File: config.mk
export PLATFORM = sky130hd
export DESIGN_NAME = demux32_buf
export DESIGN_NICKNAME = d
export VERILOG_FILES = /design/src/rtl/demux32_buf.sv
export SDC_FILE = /design/constraint.sdc
export NUM_CORES = 1
export LEC_CHECK = 0
export CORE_MARGIN = 4
export CORE_UTILIZATION = 45
export CTS_BUF_LIST = sky130_fd_sc_hd__clkbuf_16
export DETAILED_ROUTE_END_ITERATION = 16
export GPL_TIMING_DRIVEN = 0
export PLACE_DENSITY = 0.84
export SYNTH_ARGS = -nofsm -noshare
export SYNTH_HDL_FRONTEND = slang
export SYNTH_SLANG_ARGS = --single-unit
File: constraint.sdc
create_clock -name clk_i -period 4.5 [get_ports clk_i]
set_input_delay 0.9 -clock clk_i [delete_from_list [all_inputs] [get_ports clk_i]]
set_output_delay 0.9 -clock clk_i [all_outputs]
set_load 0.1 [all_outputs]
File: src/rtl/demux32_buf.sv
// rtl/demux32_buf.sv - buffered 1-to-2 demultiplexer with per-destination FIFOs
//
// Steers each accepted input word, by its select bit, into one of two
// independent FIFOs that each drain through their own valid/ready handshake.
//
// Parameters:
//   DEPTH    entries per output FIFO (power of two, 2..16)
//   WIDTH    data width in bits
//
// Ports:
//   clk_i            clock, all state updates on the rising edge
//   rst_i            synchronous active-high reset
//   data_i           input word
//   select_i         destination: 0 -> output 1, 1 -> output 2
//   valid_i          data_i/select_i valid
//   ready_o          word accepted when high together with valid_i
//   data1_o          head of FIFO 1 (don't-care when empty)
//   valid1_o         FIFO 1 non-empty
//   ready1_i         consumer 1 pops the head
//   data2_o          head of FIFO 2 (don't-care when empty)
//   valid2_o         FIFO 2 non-empty
//   ready2_i         consumer 2 pops the head
//   cnt1_o, cnt2_o   saturating accepted-push counters (only with DEMUX32_STATS_EN)
//
// Optional feature macro: DEMUX32_STATS_EN
module demux32_buf #(
    parameter int DEPTH = 2,
    parameter int WIDTH = 32
) (
    input  logic             clk_i,
    input  logic             rst_i,
    input  logic [WIDTH-1:0] data_i,
    input  logic             select_i,
    input  logic             valid_i,
    output logic             ready_o,
    output logic [WIDTH-1:0] data1_o,
    output logic             valid1_o,
    input  logic             ready1_i,
    output logic [WIDTH-1:0] data2_o,
    output logic             valid2_o,
`ifdef DEMUX32_STATS_EN
    input  logic             ready2_i,
    output logic [15:0]      cnt1_o,
    output logic [15:0]      cnt2_o
`else
    input  logic             ready2_i
`endif
);

    localparam int AW = (DEPTH > 1) ? $clog2(DEPTH) : 1;
    localparam int CW = AW + 1;
    localparam logic [CW-1:0] FULL_CNT = CW'(DEPTH);

    logic [WIDTH-1:0] mem1 [DEPTH];
    logic [WIDTH-1:0] mem2 [DEPTH];
    logic [AW-1:0]    wr_ptr1, rd_ptr1, wr_ptr2, rd_ptr2;
    logic [CW-1:0]    count1, count2;

    logic push1, push2, pop1, pop2;

    // ready_o depends only on select_i and registered counts, so a pop this
    // cycle never frees a slot for a push in the same cycle.
    always_comb begin
        ready_o  = select_i ? (count2 != FULL_CNT) : (count1 != FULL_CNT);
        valid1_o = (count1 != '0);
        valid2_o = (count2 != '0);
        data1_o  = mem1[rd_ptr1];
        data2_o  = mem2[rd_ptr2];
        push1    = valid_i && ready_o && !select_i;
        push2    = valid_i && ready_o &&  select_i;
        pop1     = valid1_o && ready1_i;
        pop2     = valid2_o && ready2_i;
    end

    // Storage is deliberately not reset; pointers alone define contents.
    always_ff @(posedge clk_i) begin
        if (!rst_i && push1) begin
            mem1[wr_ptr1] <= data_i;
        end
        if (!rst_i && push2) begin
            mem2[wr_ptr2] <= data_i;
        end
    end

    always_ff @(posedge clk_i) begin
        if (rst_i) begin
            wr_ptr1 <= '0;
            rd_ptr1 <= '0;
            count1  <= '0;
            wr_ptr2 <= '0;
            rd_ptr2 <= '0;
            count2  <= '0;
        end else begin
            if (push1) begin
                wr_ptr1 <= wr_ptr1 + AW'(1);
            end
            if (pop1) begin
                rd_ptr1 <= rd_ptr1 + AW'(1);
            end
            case ({push1, pop1})
                2'b10:   count1 <= count1 + CW'(1);
                2'b01:   count1 <= count1 - CW'(1);
                default: count1 <= count1;
            endcase

            if (push2) begin
                wr_ptr2 <= wr_ptr2 + AW'(1);
            end
            if (pop2) begin
                rd_ptr2 <= rd_ptr2 + AW'(1);
            end
            case ({push2, pop2})
                2'b10:   count2 <= count2 + CW'(1);
                2'b01:   count2 <= count2 - CW'(1);
                default: count2 <= count2;
            endcase
        end
    end

`ifdef DEMUX32_STATS_EN
    always_ff @(posedge clk_i) begin
        if (rst_i) begin
            cnt1_o <= '0;
            cnt2_o <= '0;
        end else begin
            if (push1 && cnt1_o != 16'hFFFF) begin
                cnt1_o <= cnt1_o + 16'd1;
            end
            if (push2 && cnt2_o != 16'hFFFF) begin
                cnt2_o <= cnt2_o + 16'd1;
            end
        end
    end
`endif

endmodule

==> results.tsv <==
metric	value	unit
status	finished clean	
CP max stage cell	clkdlybuf4s50_1	
CTS tree	built	
Final Cycle Share	81.4	%
synthesized netlist cell count	253	
register area share after synthesis	79.7	%
highest clock rate	0.273	GHz
total negative setup slack	0	ns
Syn. warnings	0	
FF+latch area	0.00404	mm2
area of the core	0.0109	mm2
IO buf count	104	
fin crit period	3.66	ns
nets	421	
Vias/cell	4.90	
CTS buffer count	17	
Ant. Diodes	0	
Yosys top cell by area	edfxtp_1	
die area	0.0130	mm2
Post-Route WL	9690	um
post-synth net total	293	
Overall Global Routing Usage	15.8	%
P per Cell Area	677	mW/mm2
DR iter-0 viols	76	
detailed-route via count	2618	
sw power	1930	uW
Hold WS	0.506	ns
CP cell instances	clkdlybuf4s50_1, mux2_2, clkdlybuf4s50_1	
Fill cells	797	
Post-CTS Repair Setup Buffers	0	
RePlAce Congestion	0.713	
Max Cap Viol	0	
Initial Utilization	46.4	%
synth top area cells	edfxtp_1, mux2_1, dfxtp_1, mux2_2, nor2_1	
Setup WS pre-CTS	0.848	ns
# DRC	0	
Critical Path AT	2.76	ns
Die Height	114	um
first-pass GRT wire length	15100	um
Final Setup Violations	0	
prevailing post-synth register cell	edfxtp_1	
Seq pwr share	32.0	%
Max rail drop VDD	0.480	mV
Synth Cell Area	0.00507	mm2
number of synthesized flops with an enable pin	128	
Netlist cell types	24	
Slew HR	32.7	%
crit-path max FO	5	
Synth top area share	75.7	%
Worst Clk Skew	0.0124	ns
CTS sink count	138	
drt first pass iters	6	
root buffer cell	clkbuf_16	
final worst slack	0.838	ns
Max Transition Viols Final	0	
Synth Register Bits	138	
row count	38	
unrepaired setup endpoints after global routing	false	
count leader, synth	edfxtp_1	
pin count of the biggest net entering global routing	33	
clock power share	28.7	%
post-DP HPWL	6410	um
P_int	2810	uW
Synth top cells by count	edfxtp_1, mux2_1, dfxtp_1, nor2_1, buf_2	
Critical Path RT	3.60	ns
Worst Tran Pin Value	1.01	ns
clk buf depth	2	
final hold vios	0	
H-Tree Depth	4	
Final ANT Viol Nets	0	
post-CTS resize count	0	
chip width	114	um
CP dominant cell by count	clkdlybuf4s50_1	
Hold Buf Count CTS	0	
combinational share of power	39.3	%
IO Pins	105	
CP endpoint kind	primary output	
initial antenna violation count	0	
gr ovfl total	0	
critical path's largest stage delay	0.96	ns
Sw Share	40.7	%
share of cells above drive strength 1	13.2	%
clock-pin slew on the worst setup and hold paths	0.06	ns
async set or reset register ratio after synthesis	0	%
synthesized area per cell	20.1	um2
wire per inst	18.1	um
Area growth, synth to finish	37.7	%
worst min path class	flip-flop to flip-flop	
crit path kind	primary input to primary output	
Leak Pwr	0.00237	uW
clock latency on the worst-skew pair	0.41	ns
Multi-input gate area	0.00100	mm2
Worst setup SP type	primary input	
number of global-route vias before repair	2875	
==> layout by cell type (no fill, tap or decap), types with 3 or more instances in the layout <==
master	count
mux2_2	5
bufinv_16	3
edfxtp_1	128
clkinv_2	3
clkbuf_16	17
nor2_1	8
clkdlybuf4s50_1	104
dfxtp_1	10
clkinv_4	3
clkbuf_1	3
buf_6	3
xnor2_1	4
inv_1	5
buf_2	6
mux2_1	60
==> per-layer routing <==
layer  up-vias  GRT usage, %  routed length (um)
met5         -             0                   0
met4         0          5.70                  82
met3         9          5.44                 533
met2        70          27.5                5160
met1      1292          18.0                3910
li1       1247             -                   -
==> kinds of logic (layout without fill, tap and decap cells) <==
logic type | after synthesis | count (layout) | synth area share [%]
flops | 138 | 138 | 79.7
buf+inv | 11 | 152 | 0.962
xor+xnor | 6 | 6 | 1.04
compound gates | 8 | 8 | 1.11
mux | 65 | 65 | 14.4
simple gates | 23 | 23 | 2.29
fa+ha+maj | 2 | 2 | 0.493
==> metrics by stage <==
step | total power, uW | cells | instance area, um2 | util (%)
CTS | 4780 | 534 | 6990 | 63.9
global route | 4900 | 534 | 6990 | 63.9
finish | 4730 | 534 | 6990 | 63.9
global placement | 3390 | 497 | 6290 | 57.5
detailed placement | 3410 | 502 | 6400 | 58.5
floorplan | 2970 | 253 | 5070 | -
==> power groups by stage <==
| stage | registers [uW] | logic, uW | clock network (uW) |
|---|---|---|---|
| final | 1520 | 1860 | 1360 |
| after floorplan | 1530 | 1440 | 0 |
| after detailed placement | 1540 | 1870 | 0 |
| after CTS | 1520 | 1880 | 1380 |
| after global routing | 1520 | 1930 | 1450 |
| after global placement | 1540 | 1850 | 0 |
==> final timing paths <==
| path | to | from | slack, ns | cells past startpoint |
|---|---|---|---|---|
| max | ready_o | select_i | 0.84 | 3 |
| min | wr_ptr2$_SDFFE_PP0P_ | wr_ptr2$_SDFFE_PP0P_ | 0.51 | 1 |
| max reg2reg | mem1[0][4]$_DFFE_PP_ | count1[0]$_SDFFE_PP0P_ | 2.37 | 5 |
| min reg2reg | wr_ptr2$_SDFFE_PP0P_ | wr_ptr2$_SDFFE_PP0P_ | 0.51 | 1 |
==> registers in the layout, indices dropped and copies added (netlist names), named ones only <==
register / flops
count2: 2
count1: 2
mem1: 64
rd_ptr1: 1
wr_ptr1: 1
mem2: 64
wr_ptr2: 1
rd_ptr2: 1
==> area by class of cell <==
class                   count  area share [%]
multi-input cells         104            14.4
plain buffers               9           0.591
well taps                 140            2.51
repair buffers            109            16.2
clock inverters            15            2.31
clock buffers              17            6.09
inverters                   2           0.107
flip-flops and latches    138            57.9
==> worst max-delay path: cells and delay by family <==
kind	cells	cell delay, ns
buf+inv	2	1.51
mux	1	0.35
Power figures use the tool's default switching activity.
